--- src/rtl/invaders_pkg.sv ---
// Field widths and bullet state encoding shared by the formation block, the
// player bullet and the VGA renderer.
package invaders_pkg;

  localparam int X_W     = 5;
  localparam int Y_W     = 4;
  localparam int X_MAX   = 19;
  localparam int ROW_MAX = 14;

  typedef enum logic [1:0] {
    BULLET_IDLE     = 2'd0,
    BULLET_FLIGHT   = 2'd1,
    BULLET_COOLDOWN = 2'd2
  } bullet_state_t;

endpackage

--- src/rtl/step_timer.sv ---
// Modulo-N cycle counter: o_tick is high for the one cycle in which the count
// sits at N-1; the count then wraps to 0. i_clear restarts the period.
module step_timer #(
  parameter int N = 4
) (
  input  logic i_clk_36MHz,
  input  logic i_reset,
  input  logic i_clear,
  output logic o_tick
);

  localparam int               CNT_W = (N > 1) ? $clog2(N) : 1;
  localparam logic [CNT_W-1:0] LAST  = CNT_W'(N - 1);

  logic [CNT_W-1:0] count_reg;

  always_ff @(posedge i_clk_36MHz or posedge i_reset) begin
    if (i_reset) begin
      count_reg <= '0;
    end else if (i_clear || (count_reg == LAST)) begin
      count_reg <= '0;
    end else begin
      count_reg <= count_reg + 1'b1;
    end
  end

  assign o_tick = (count_reg == LAST);

endmodule

--- src/rtl/player_bullet.sv ---
// Player cannon position and the single player bullet: launch on a fire press,
// step up the field, retire on a formation hit or on leaving the top row.
module player_bullet
  import invaders_pkg::*;
#(
  parameter int BULLET_SPEED = 30000,
  parameter int MOVE_SPEED   = 100000,
  parameter int COOLDOWN     = 4,
  parameter int START_Y      = 14,
  parameter int X_MAX        = invaders_pkg::X_MAX,
  parameter int PLAYER_X_RST = 10
) (
  input  logic           i_clk_36MHz,
  input  logic           i_reset,
  input  logic           i_fire,
  input  logic           i_left,
  input  logic           i_right,
  input  logic           i_hit,
  output logic [X_W-1:0] o_bullet_x,
  output logic [Y_W-1:0] o_bullet_y,
  output logic           o_bullet_active,
  output logic [X_W-1:0] o_player_x,
  output logic           o_kill,
  output logic           o_miss
);

  localparam int              CD_W    = (COOLDOWN > 0) ? $clog2(COOLDOWN + 1) : 1;
  localparam logic [CD_W-1:0] CD_LAST = CD_W'((COOLDOWN > 0) ? COOLDOWN - 1 : 0);

  bullet_state_t  state_reg, state_next;
  logic           fire_q_reg;
  logic [X_W-1:0] bullet_x_reg, bullet_x_next;
  logic [Y_W-1:0] bullet_y_reg, bullet_y_next;
  logic           active_reg, active_next;
  logic           kill_reg, kill_next;
  logic           miss_reg, miss_next;
  logic [X_W-1:0] player_x_reg, player_x_next;
  logic [CD_W-1:0] cd_cnt_reg, cd_cnt_next;

  logic fire_edge, launch, retire_hit, retire_miss, cd_done;
  logic bullet_tick, move_tick, bullet_clear;

  assign fire_edge    = i_fire & ~fire_q_reg;
  assign launch       = (state_reg == BULLET_IDLE) && fire_edge;
  assign retire_hit   = (state_reg == BULLET_FLIGHT) && i_hit;
  // A hit outranks a step landing in the same cycle.
  assign retire_miss  = (state_reg == BULLET_FLIGHT) && !i_hit && bullet_tick &&
                        (bullet_y_reg == Y_W'(1));
  assign cd_done      = (state_reg == BULLET_COOLDOWN) && bullet_tick && (cd_cnt_reg == CD_LAST);
  assign bullet_clear = launch | retire_hit | retire_miss;

  step_timer #(.N(BULLET_SPEED)) u_bullet_timer (
    .i_clk_36MHz (i_clk_36MHz),
    .i_reset     (i_reset),
    .i_clear     (bullet_clear),
    .o_tick      (bullet_tick)
  );

  step_timer #(.N(MOVE_SPEED)) u_move_timer (
    .i_clk_36MHz (i_clk_36MHz),
    .i_reset     (i_reset),
    .i_clear     (1'b0),
    .o_tick      (move_tick)
  );

  always_ff @(posedge i_clk_36MHz or posedge i_reset) begin
    if (i_reset) begin
      state_reg    <= BULLET_IDLE;
      fire_q_reg   <= 1'b1;
      bullet_x_reg <= '0;
      bullet_y_reg <= '0;
      active_reg   <= 1'b0;
      kill_reg     <= 1'b0;
      miss_reg     <= 1'b0;
      player_x_reg <= X_W'(PLAYER_X_RST);
      cd_cnt_reg   <= '0;
    end else begin
      state_reg    <= state_next;
      fire_q_reg   <= i_fire;
      bullet_x_reg <= bullet_x_next;
      bullet_y_reg <= bullet_y_next;
      active_reg   <= active_next;
      kill_reg     <= kill_next;
      miss_reg     <= miss_next;
      player_x_reg <= player_x_next;
      cd_cnt_reg   <= cd_cnt_next;
    end
  end

  always_comb begin
    state_next = state_reg;
    case (state_reg)
      BULLET_IDLE: begin
        if (launch) state_next = BULLET_FLIGHT;
      end
      BULLET_FLIGHT: begin
        if (retire_hit || retire_miss)
          state_next = (COOLDOWN == 0) ? BULLET_IDLE : BULLET_COOLDOWN;
      end
      BULLET_COOLDOWN: begin
        if (cd_done) state_next = BULLET_IDLE;
      end
      default: state_next = BULLET_IDLE;
    endcase
  end

  always_comb begin
    bullet_x_next = bullet_x_reg;
    bullet_y_next = bullet_y_reg;
    active_next   = active_reg;
    kill_next     = 1'b0;
    miss_next     = 1'b0;
    cd_cnt_next   = cd_cnt_reg;
    case (state_reg)
      BULLET_IDLE: begin
        if (launch) begin
          bullet_x_next = player_x_reg;
          bullet_y_next = Y_W'(START_Y);
          active_next   = 1'b1;
        end
      end
      BULLET_FLIGHT: begin
        if (retire_hit || retire_miss) begin
          bullet_y_next = '0;
          active_next   = 1'b0;
          kill_next     = retire_hit;
          miss_next     = retire_miss;
          cd_cnt_next   = '0;
        end else if (bullet_tick) begin
          bullet_y_next = bullet_y_reg - 1'b1;
        end
      end
      BULLET_COOLDOWN: begin
        if (bullet_tick) cd_cnt_next = cd_cnt_reg + 1'b1;
      end
      default: ;
    endcase
  end

  // Cannon moves in every state and saturates at both edges.
  always_comb begin
    player_x_next = player_x_reg;
    if (move_tick) begin
      if (i_left && !i_right && (player_x_reg != '0))
        player_x_next = player_x_reg - 1'b1;
      else if (i_right && !i_left && (player_x_reg != X_W'(X_MAX)))
        player_x_next = player_x_reg + 1'b1;
    end
  end

  assign o_bullet_x      = bullet_x_reg;
  assign o_bullet_y      = bullet_y_reg;
  assign o_bullet_active = active_reg;
  assign o_player_x      = player_x_reg;
  assign o_kill          = kill_reg;
  assign o_miss          = miss_reg;

endmodule
--- config.mk ---
export PLATFORM = sky130hd
export DESIGN_NAME = player_bullet
export DESIGN_NICKNAME = d
export VERILOG_FILES = /design/src/rtl/invaders_pkg.sv /design/src/rtl/step_timer.sv /design/src/rtl/player_bullet.sv
export SDC_FILE = /design/constraint.sdc
export NUM_CORES = 1
export LEC_CHECK = 0
export ABC_CLOCK_PERIOD_IN_PS = 2400
export CORE_AREA = 2 2 81 122
export CTS_CLUSTER_DIAMETER = 60
export CTS_CLUSTER_SIZE = 28
export DETAILED_ROUTE_END_ITERATION = 8
export DIE_AREA = 0 0 83 124
export REMOVE_ABC_BUFFERS = 1
export SYNTH_ARGS = -nofsm -noshare
export SYNTH_HDL_FRONTEND = slang
export SYNTH_SLANG_ARGS = --single-unit
--- constraint.sdc ---
create_clock -name i_clk_36MHz -period 2.4 [get_ports i_clk_36MHz]
set_input_delay 0.6 -clock i_clk_36MHz [delete_from_list [all_inputs] [get_ports i_clk_36MHz]]
set_output_delay 0.6 -clock i_clk_36MHz [all_outputs]
set_load 0.03 [all_outputs]
==> reports/summary.md <==
## Global routing
- **GRT Residual Overflow** 0
- **number of global-route vias before repair** 1943
- **first-pass GRT wire length** 8740 microns
- **antenna violations before repair** 0
- **largest net degree at the start of global routing** 24
- **overall routing resource usage** 0.104

## Critical path
- **data arrival time of the worst path** 2.47 ns
- **Setup CP Type** input port to flip-flop
- **top fanout value on the critical path** 3
- **Top Family by Delay on Critical Path** simple AND/OR/NAND/NOR gates
- **CP max stage delay** 0.41 ns
- **Slowest-stage cell, CP** sky130_fd_sc_hd__clkdlybuf4s50_1
- **Setup crit end kind** flip-flop
- **data required time of the critical path** 2.62 ns
- **cell chain of the critical path** clkdlybuf4s50_1 -> nand2b_1 -> a21o_1 -> fa_1 -> nor2b_1 -> o21ai_0 -> and3_1 -> nor3_2 -> xor2_1
- **kind of start point of the critical path** input port
- **Bufs and invs on worst path** 1

## Floorplanning
- **die boundary width** 83 microns
- **Chip Height** 124 microns
- **initial cell density of the core** 0.293
- **cell row count** 43
- **Std-Cell Core Area** 9200 sq um
- **total I/O pin count** 23
- **area enclosed by the die boundary** 10300 sq um

## Clocking
- **TritonCTS clock tree** yes
- **buffer type at the clock tree root** sky130_fd_sc_hd__clkbuf_16
- **htree depth** 2
- **clock transition at the register clock pins on the worst setup and hold paths after CTS** 0.07 ns
- **sinks on the clock net** 55
- **buffer levels on the longest clock path** 2
- **hold buffer count at cts** 0
- **clock insertion delay at the later pin of the skew report** 0.29 ns
- **post-CTS setup buffer count** 0
- **clock buffers created by TritonCTS** 5
- **CTS-repair resized insts** 0

## Pwr
- **net switching power figure** 711 uW
- **portion of total power attributed to the clock network** 0.339
- **Int Pwr** 1740 uW
- **combinational cell fraction of total power** 0.204
- **leakage power** 0.00147 uW
- **maximum vdd ir drop** 0.383 mV
- **switching power as a share of total power** 0.290
- **pwr/cell area** 735 nW/um^2
- **sequential fraction of design power** 0.457
- **Final Power** 2450 uW

## Finish
- **count of nets after finishing** 315
- **growth of design area from synthesis to finish** 23.9%
- **Final Core Density** 0.363
- **number of fillers in the final layout** 922
- **share of cells above drive strength 1** 0.140
- **diode insertion count for antenna repair** 0
- **FF+latch area** 1380 sq um
- **final cell count without fillers** 412
- **number of flip-flops under the largest register name** 17
- **area of the multi-input gates** 1240 sq um

## Job
- **max-cap violations** 0

## Timing
- **total negative slack for setup checks** 0 ns
- **Max transition margin** 0.658
- **Final Hold Violating Endpoints** 0
- **final period utilization** 0.938
- **clock period minus final worst setup slack** 2.25 ns
- **measured slew at the worst slew-check pin** 0.512 ns
- **final setup vio count** 0
- **setup repair after global routing missed its margin** no
- **total count of max-transition violations in the final report** 0
- **post-route worst hold slack** 0.482 ns
- **Max Clock Freq** 444 MHz
- **Fin Clk Skew** 0.00560 ns

## Routing
- **number of DRC markers in iteration 0** 82
- **overall via count from detail_route** 1941
- **Remaining DRCs** 0
- **routed wl met2** 2630 microns
- **Final ANT Viol Nets** 0
- **met1 routed wirelength after detailed routing** 2160 microns
- **1st-pass router iterations** 4
- **wire length reported by the detailed router** 5020 microns
- **top metal layer carrying routed signals** met4
- **post-detailed-route wirelength per cell** 12.2 microns
- **detailed-route vias per instance** 4.71
- **DR WL met3** 127 microns

## Synthesis
- **post-synthesis instance area** 2690 sq um
- **commonest register cell after synthesis** sky130_fd_sc_hd__dfrtp_1
- **synthesized instance count** 258
- **number of enable flip-flop cells after synthesis** 0
- **warnings from Yosys** 0
- **count of distinct cell types in the synthesized netlist** 43
- **Mean Syn Cell Area** 10.4 sq um
- **ys async rst share** 1.00
- **Yosys reg bits** 55
- **register area share after synthesis** 0.513

## Place
- **final weighted congestion of routability-driven global placement** 0.762
- **total of buffers placed on input and output ports** 22
- **post-DP HPWL** 3760 microns
- **post-placement cell count** 404

## Status
- **run status** completed

## Min path
- **class of the most critical hold timing path** flip-flop to flip-flop

==> metrics by stage <==
| stage | instance area (sq um) | setup WS, ns |
|---|---|---|
| finish | 3340 | 0.148 |
| global route | 3340 | 0.00856 |
| CTS | 3330 | 0.117 |
| detailed placement | 3160 | -0.194 |
| global placement | 3160 | -0.169 |
| floorplan | 2670 | 0.286 |
==> power groups by stage <==
stage	Sequential (uW)	Clock (uW)	Combinational (uW)
CTS	1120	858	510
global route	1140	887	561
finish	1120	832	499
floorplan	1190	0	269
detailed placement	1140	0	509
global placement	1130	0	498
==> logic make-up after synthesis <==
kind of cell,share of synthesized area
simple gates,0.211
flops,0.513
compound gates,0.0753
xor+xnor,0.101
buf+inv,0.0297
fa+ha+maj,0.0493
mux,0.0209
==> final cells by class <==
cell class,instances,share of cell area
Clock buffer,5,0.0375
Clock inverter,3,0.0143
Inverter,14,0.0158
Multi-Input combinational cell,185,0.371
Sequential cell,55,0.414
Tap cell,112,0.0420
Timing Repair Buffer,38,0.106
==> worst reg2reg max path, delay by kind of cell, from the launching register on <==
| family | cells | cell delay (ns) |
|---|---|---|
| flops | 1 | 0.59 |
| compound gates | 2 | 0.31 |
| xor+xnor | 1 | 0.15 |
| simple gates | 4 | 0.57 |
| fa+ha+maj | 1 | 0.39 |
==> cells in the mapped netlist, types with 4 or more instances <==
master,instances,share of area
sky130_fd_sc_hd__ha_1,9,0.042
sky130_fd_sc_hd__o21ai_0,7,0.013
sky130_fd_sc_hd__nand2_1,19,0.026
sky130_fd_sc_hd__mux2_2,5,0.021
sky130_fd_sc_hd__nand3_1,14,0.026
sky130_fd_sc_hd__nor2_1,33,0.046
sky130_fd_sc_hd__and3_1,6,0.014
sky130_fd_sc_hd__nand2b_1,5,0.012
sky130_fd_sc_hd__xor2_1,14,0.046
sky130_fd_sc_hd__xnor2_1,17,0.055
sky130_fd_sc_hd__a21o_1,4,0.011
sky130_fd_sc_hd__inv_1,14,0.020
sky130_fd_sc_hd__nor3_1,5,0.0093
sky130_fd_sc_hd__dfrtp_1,52,0.48
sky130_fd_sc_hd__a21oi_1,9,0.017
sky130_fd_sc_hd__nand4_1,5,0.012
==> routing by layer <==
metal  global-route usage  vias up
met5                    0        -
met2                0.194       25
li1                     -      969
met4               0.0379        0
met3               0.0239        7
met1                0.115      940
==> placed cells by master (no fill, tap or decap), types with 6 or more instances in the layout <==
| master | n |
|---|---|
| sky130_fd_sc_hd__inv_1 | 13 |
| sky130_fd_sc_hd__nand2_1 | 19 |
| sky130_fd_sc_hd__xnor2_1 | 17 |
| sky130_fd_sc_hd__dfrtp_1 | 52 |
| sky130_fd_sc_hd__clkdlybuf4s50_1 | 22 |
| sky130_fd_sc_hd__nand3_1 | 14 |
| sky130_fd_sc_hd__a21oi_1 | 9 |
| sky130_fd_sc_hd__o21ai_0 | 7 |
| sky130_fd_sc_hd__ha_1 | 9 |
| sky130_fd_sc_hd__buf_4 | 15 |
| sky130_fd_sc_hd__and3_1 | 6 |
| sky130_fd_sc_hd__nor2_1 | 33 |
| sky130_fd_sc_hd__xor2_1 | 14 |
==> final timing paths <==
kind                       slack [ns]                                  end  cells after the start                           startpoint
max                              0.15            o_player_x[4]$_DFFE_PP0P_                      9                              i_right
min                              0.48  u_move_timer.count_reg[0]$_DFF_PP0_                      1  u_move_timer.count_reg[0]$_DFF_PP0_
max reg2reg                      0.32            o_player_x[4]$_DFFE_PP0P_                      8            o_player_x[3]$_DFFE_PP1P_
min reg2reg                      0.48  u_move_timer.count_reg[0]$_DFF_PP0_                      1  u_move_timer.count_reg[0]$_DFF_PP0_
max in group asynchronous        1.17            o_player_x[3]$_DFFE_PP1P_                      3                              i_reset
min in group asynchronous        0.66            o_bullet_x[1]$_DFFE_PP0P_                      2                              i_reset
(Power assumes the default switching activity.)
